### config.mk
export PLATFORM = sky130hd
export DESIGN_NAME = demux4_reg
export DESIGN_NICKNAME = d
export VERILOG_FILES = /design/src/rtl/demux4_reg.sv
export SDC_FILE = /design/constraint.sdc
export NUM_CORES = 1
export LEC_CHECK = 0
export CAP_MARGIN = 20
export CORE_AREA = 2 2 114 116
export CTS_CLUSTER_DIAMETER = 100
export CTS_CLUSTER_SIZE = 14
export DETAILED_ROUTE_END_ITERATION = 6
export DIE_AREA = 0 0 116 118
export GPL_TIMING_DRIVEN = 0
export PLACE_DENSITY = 0.75
export RECOVER_POWER = 50
export SYNTH_ARGS = -nofsm -noshare
export SYNTH_HDL_FRONTEND = slang
export SYNTH_SLANG_ARGS = --single-unit
### constraint.sdc
create_clock -name clk -period 2.1 [get_ports clk]
set_clock_uncertainty 0.15 [all_clocks]
set_input_delay 0.63 -clock clk [delete_from_list [all_inputs] [get_ports clk]]
set_output_delay 0.63 -clock clk [all_outputs]
set_load 0.03 [all_outputs]
### src/rtl/demux4_reg.sv
// demux4_reg: registered 1-to-4 demultiplexer with valid/ready handshakes.
//
// One producer fans out to four consumers (a, b, c, d). Each accepted input
// word is steered by in_sel into that channel's 1-deep holding register and
// appears on the channel one cycle after acceptance. Each channel stalls
// independently; a full, stalled channel blocks only input words aimed at it.
//
// Parameters:
//   WIDTH      data width of the input and of each output channel
//   CNT_WIDTH  width of the per-channel delivery counters
//
// Ports:
//   clk, rst               rising-edge clock, synchronous active-high reset
//   in_valid/in_ready      input handshake (in_ready = target channel free)
//   in_data, in_sel        input word and destination (00=a 01=b 10=c 11=d)
//   k_valid/k_ready        channel k handshake (k = a, b, c, d)
//   k_data                 channel k holding register contents
//   k_cnt                  words delivered on channel k, wrapping
//
// Optional feature, macro DEMUX4_CNT_EN: when defined, the k_cnt ports and
// the counting logic exist; when undefined they are absent entirely.

module demux4_reg #(
  parameter int WIDTH     = 32,
  parameter int CNT_WIDTH = 16
) (
  input  logic                 clk,
  input  logic                 rst,
  input  logic                 in_valid,
  output logic                 in_ready,
  input  logic [WIDTH-1:0]     in_data,
  input  logic [1:0]           in_sel,
  output logic                 a_valid,
  output logic                 b_valid,
  output logic                 c_valid,
  output logic                 d_valid,
  input  logic                 a_ready,
  input  logic                 b_ready,
  input  logic                 c_ready,
  input  logic                 d_ready,
`ifdef DEMUX4_CNT_EN
  output logic [CNT_WIDTH-1:0] a_cnt,
  output logic [CNT_WIDTH-1:0] b_cnt,
  output logic [CNT_WIDTH-1:0] c_cnt,
  output logic [CNT_WIDTH-1:0] d_cnt,
`endif
  output logic [WIDTH-1:0]     a_data,
  output logic [WIDTH-1:0]     b_data,
  output logic [WIDTH-1:0]     c_data,
  output logic [WIDTH-1:0]     d_data
);

  if (WIDTH < 1) begin : g_bad_width
    $error("demux4_reg: WIDTH must be at least 1");
  end
  if (CNT_WIDTH < 1) begin : g_bad_cnt_width
    $error("demux4_reg: CNT_WIDTH must be at least 1");
  end

  logic [3:0]       rdy_p0;
  logic [3:0]       free_p0;
  logic [3:0]       load_p0;
  logic [3:0]       take_p0;
  logic [3:0]       vld_p1;
  logic [WIDTH-1:0] dat_p1 [4];

  // ---- stage p0: combinational handshake decode ----
  assign rdy_p0  = {d_ready, c_ready, b_ready, a_ready};
  // A channel can take a new word if empty or if its current word leaves
  // on this same edge, which gives 1 word/cycle per channel.
  assign free_p0 = ~vld_p1 | rdy_p0;
  // in_valid is deliberately kept out of in_ready so there is no path from
  // in_valid to any output.
  assign in_ready = ~rst & free_p0[in_sel];
  assign load_p0  = {4{in_valid & in_ready}} & (4'b0001 << in_sel);
  assign take_p0  = vld_p1 & rdy_p0;

  // ---- stage p1: per-channel holding registers ----
  always_ff @(posedge clk) begin
    if (rst) begin
      vld_p1 <= '0;
      for (int k = 0; k < 4; k++) begin
        dat_p1[k] <= '0;
      end
    end else begin
      for (int k = 0; k < 4; k++) begin
        if (load_p0[k]) begin
          vld_p1[k] <= 1'b1;
          dat_p1[k] <= in_data;
        end else if (take_p0[k]) begin
          // Data is left as is after delivery; only the valid drops.
          vld_p1[k] <= 1'b0;
        end
      end
    end
  end

  assign a_valid = vld_p1[0];
  assign b_valid = vld_p1[1];
  assign c_valid = vld_p1[2];
  assign d_valid = vld_p1[3];
  assign a_data  = dat_p1[0];
  assign b_data  = dat_p1[1];
  assign c_data  = dat_p1[2];
  assign d_data  = dat_p1[3];

`ifdef DEMUX4_CNT_EN
  logic [CNT_WIDTH-1:0] cnt_p1 [4];

  // ---- stage p1: delivery counters, wrap naturally at 2^CNT_WIDTH ----
  always_ff @(posedge clk) begin
    if (rst) begin
      for (int k = 0; k < 4; k++) begin
        cnt_p1[k] <= '0;
      end
    end else begin
      for (int k = 0; k < 4; k++) begin
        if (take_p0[k]) begin
          cnt_p1[k] <= cnt_p1[k] + CNT_WIDTH'(1);
        end
      end
    end
  end

  assign a_cnt = cnt_p1[0];
  assign b_cnt = cnt_p1[1];
  assign c_cnt = cnt_p1[2];
  assign d_cnt = cnt_p1[3];
`endif

endmodule

* Yosys cells after proc, flatten, opt, wreduce, memory -nomap -nowiden
Memory sizes are Yosys's and may differ from the RTL's. Index checks and enable logic that the tools add are counted.
Storage, ports and cells: bits in registers 4, word-level logic and storage cells 50, memory bits (writable) 128, output and inout port bits 133, memories 1, bits of input ports 41
Operators by class: reduce and logical (&&, ||, !) cells 4, shift-type cells 1, mux-type cells 28, bitwise gates (word level) 11, $lt $le $gt $ge 1
Memory list:
- dat_p1 | words 4, bits a word 32, rd ports 4, clocked after memory_dff 0, wr ports 4, RTL line 65 | logic [WIDTH-1:0] dat_p1 [4];
Operator list (number):
- $mux W32 | 4
- $mux W1 | 23
- $and A4 B4 Y4 | 2
- $reduce_bool A2 Y1 | 4
- $not A4 Y4 | 1
- $or A1 B1 Y1 | 4
- $or A4 B4 Y4 | 1
- $shl A1 B2 Y4 const A | 1
- $lt A2 B3 Y1 const B | 1
- $and A1 B1 Y1 | 2
- $bmux W1 S2 | 1
- $not A1 Y1 | 1

* Depth between registers and ports, before layout
depth after elaboration 11, depth in mapped cells 5, mapped depth without buffers 3

* Worst setup path before layout
Ideal clock, no wire load.
path kind input-to-output, from input port in_sel[1], to output port in_ready, data arrival time 2.583 ns, setup slack -1.263 ns, stages on the path 4, data required time 1.320 ns, path buffers 1, path through buf_2 -> or3b_2 -> a21oi_1 -> a2111oi_0
Between the ends: word-level cells in the longest chain between the ends 3
Ends and longest elaborated chain:
- start, declared | RTL line 32 | input logic [1:0] in_sel,
- $bmux W1 S2 | RTL line 74 | assign in_ready = ~rst & free_p0[in_sel];
- $mux W1 (implied by the code) | RTL line 74
- $and A1 B1 Y1 | RTL line 74
- end, declared | RTL line 30 | output logic in_ready,
No other way between the ends. The select of a mux whose other input is x is not followed.

* Worst setup path in the final report
from register vld_p1[0], to output port in_ready
Between the ends: word-level cells in the longest chain between the ends 5
Ends and longest elaborated chain:
- start, declared | RTL line 64 | logic [3:0] vld_p1;
- start signal, assigned | RTL line 81 | vld_p1 <= '0;
- start signal, assigned by index | RTL line 88 | vld_p1[k] <= 1'b1;
- start signal, assigned by index | RTL line 92 | vld_p1[k] <= 1'b0;
- $not A4 Y4 | RTL line 71 | assign free_p0 = ~vld_p1 | rdy_p0;
- $or A4 B4 Y4 | RTL line 71
- $bmux W1 S2 | RTL line 74
- $mux W1 (implied by the code) | RTL line 74
- $and A1 B1 Y1 | RTL line 74
No other way between the ends. The select of a mux whose other input is x is not followed.

==> flow_summary_export.csv <==
group,metric,value,unit
yosys,synthTopCellsByCount,"edfxtp_1 (128), and2_1 (122), clkbuf_1 (9)",
yosys,ys_async_sr_fraction,0,%
timing,fin_crit,2.29,ns
floorplan,fp-row-count,41,
clock_network,cts-root-buf,"clkbuf_16",
detailed_routing,first_iter_violations,187,
timing,hold_slack,0.422,ns
yosys,synthDistinctLibCells,24,
floorplan,die_area,13700,µm²
global_routing,grt_max_degree,17,
yosys,synth-main-ff-cell,"edfxtp_1",
yosys,synthCells,300,
setup_path,cp_num_cells,4,
yosys,yosys-top-cells-area,"edfxtp_1 (77%), and2_1 (15%), dfxtp_1 (1.6%)",
timing,timing.fmax,436,MHz
yosys,ys_seq_elements,132,
cells_and_area,num-fill-cells,1048,
detailed_routing,remaining_drc_errors,0,
timing,tightest_slew,0.500,ns
placement,portBuffers,172,
detailed_routing,viasPerCell,4.63,
clock_network,cts.sinks,132,
yosys,syn-mean-instance-area,16.7,µm²
floorplan,die_h,118,µm
timing,period_share,109,%
power,ir_worst_vdd,0.572,mV
floorplan,core-area,12400,µm²
run_status,violations,"setup timing",
flow_run,maxCapViolCount,0,
global_routing,grt_pass1_wl,19.6,mm
yosys,seq_area_frac_synth,78.3,%
setup_path,cpPeakStageDelay,0.39,ns
floorplan,pin_count,174,
global_routing,first_global_vias,3394,
setup_path,crit_required,1.32,ns
clock_network,clk_pin_slew,0.06,ns
setup_path,cp_top_family,"simple AND/OR/NAND/NOR gates",
setup_path,worstPathMaxFanout,3,
detailed_routing,num_vias,3193,
cells_and_area,seqCellArea,3930,µm²
setup_path,r2r_cells,3,
detailed_routing,ant_nets,0,
setup_path,cpMaxStageDelayCell,"or3b_4",
detailed_routing,dr.pass1.iters,6,
yosys,synth_largest_area_cell,"edfxtp_1",
clock_network,hold_buffers,0,
timing,maxSlewHeadroom,66.4,%
yosys,yosysTopAreaCellShare,76.7,%
global_routing,gr-total-overflow,0,
power,power_density,841,nW/µm²
timing,setup_viol,11,
setup_path,worstSetupEndpointType,"output pin",
cells_and_area,multi_input_area,1140,µm²
setup_path,cp_num_buf_inv,1,
clock_network,cts_tree,"yes",
clock_network,cts_max_path_buffers,2,
cells_and_area,nets,545,
global_routing,antenna_found_initial,0,
setup_path,critPathKind,"reg -> out",
detailed_routing,wl_per_cell,18.9,µm
setup_path,crit_chain,"or3b_4 > a21oi_4 > a2111oi_4 > buf_4",
floorplan,start_util,40.4,%
power,leakage,3.31,nW
yosys,synth.most_common_cell,"edfxtp_1",
placement,place_congestion,0.728,
cells_and_area,fin_util,60.5,%
placement,hpwl,7.91,mm
timing,finalHoldViolations,0,
clock_network,ctsHtreeMaxLevel,4,
timing,rsz0062_at_grt,"yes",
setup_path,crit_arrival,1.51,ns
cells_and_area,diodes,0,
timing,slew_violations,0,
floorplan,die-width,116,µm
yosys,synth_edf_count,128,
timing,setup_ws,-0.194,ns
clock_network,insertion_delay,0.41,ns
hold_path,hold_depth,2,
yosys,syn_nets,341,
yosys,yosys_warnings,0,
hold_path,hp-class,"in -> reg",
run_status,outcome,"finished with violations",
cells_and_area,synthToLayoutAreaGrowth,49.8,%
global_routing,track_usage,20.0,%
yosys,syn_area,5010,µm²
cells_and_area,drive_gt1_share,15.3,%
setup_path,crit_path_start_kind,"flop",
detailed_routing,wl,13.0,mm
clock_network,cts_buffers,17,
[power breakdown]
group | switching [W] | leakage [nW] | internal, W | total [W]
combinational | 0.000424 | 1.64 | 0.000222 | 0.000646
sequential | 0.0000293 | 1.41 | 0.00300 | 0.00303
clock | 0.00105 | 0.260 | 0.00159 | 0.00264
total | 0.00150 | 3.31 | 0.00482 | 0.00631
[layout by cell type (no fill, tap or decap), types with 2 or more instances in the layout]
| cell type | synthesis | layout |
|---|---|---|
| dlygate4sd2_1 | 0 | 135 |
| edfxtp_1 | 128 | 128 |
| and2_1 | 122 | 122 |
| clkdlybuf4s50_1 | 0 | 32 |
| clkbuf_16 | 0 | 17 |
| buf_4 | 0 | 9 |
| or2_4 | 0 | 7 |
| clkbuf_2 | 3 | 7 |
| and2_2 | 6 | 6 |
| clkinv_2 | 0 | 6 |
| clkbuf_1 | 9 | 5 |
| clkinv_1 | 0 | 5 |
| dfxtp_1 | 4 | 3 |
| buf_12 | 0 | 2 |
| nor2_2 | 0 | 2 |
| nand2b_4 | 1 | 2 |
| nor2b_1 | 3 | 2 |
| nor4_4 | 2 | 2 |
| o21ba_2 | 2 | 2 |
| buf_2 | 1 | 2 |
[kinds of logic (layout without fill, tap and decap cells)]
group	Yosys count	in the layout	synth area share (%)
buffers and inverters	14	227	1.15
flip-flops	132	132	78.3
AO/OA/AOI/OAI	6	6	0.899
AND/OR/NAND/NOR	148	152	19.7
[area by class of cell]
class / count / share of cell area [%]
multi-input cells: 158 / 15.2
flip-flops and latches: 132 / 52.3
clock buffers: 18 / 5.71
clock inverters: 14 / 1.27
plain buffers: 12 / 0.933
repair buffers: 182 / 21.7
well taps: 172 / 2.87
inverters: 1 / 0.0833
[path summary, 6_finish.rpt]
check | startpoint | end | slack (ns)
worst max-delay path | vld_p1[0]$_SDFFE_PP0P_ | in_ready | -0.19
worst min-delay path | rst | vld_p1[2]$_SDFFE_PP0P_ | 0.42
worst max register to register | vld_p1[2]$_SDFFE_PP0P_ | dat_p1[2][25]$_SDFFCE_PN0P_ | 0.17
worst min register to register | vld_p1[3]$_SDFFE_PP0P_ | vld_p1[3]$_SDFFE_PP0P_ | 0.47
[per-layer routing]
layer | GRT usage, % | wire length, µm | up-vias
met2 | 33.5 | 6750 | 131
met1 | 23.1 | 5160 | 1571
met3 | 6.80 | 885 | 13
met5 | 0 | 0 | -
li1 | - | - | 1478
met4 | 8.71 | 219 | 0
[flip-flops by register name (all words and copies together), names as in the netlist]
register / flops
vld_p1: 4
dat_p1: 128
[per-stage QoR]
step | cells | power, W | worst slack (ns) | instance area (µm²) | TNS, ns
final | 689 | 0.00631 | -0.194 | 7510 | -0.232
after floorplan | 300 | 0.00342 | -0.0464 | 5070 | -0.0464
after global placement | 644 | 0.00378 | -1.25 | 7010 | -218.95
after detailed placement | 644 | 0.00379 | -1.29 | 7010 | -226.73
after global routing | 689 | 0.00651 | -0.228 | 7510 | -1.20
after CTS | 688 | 0.00635 | -0.247 | 7480 | -0.247
[timing repair]
action | 4_1_cts | 5_1_grt
pin swaps | 8 | 2
buffers inserted | 8 | 2
cloned | 4 | 0
resized for setup | 169 | 8
setup endpoints to repair | 381 | 80
No activity file was read; power rests on OpenSTA's default activity.
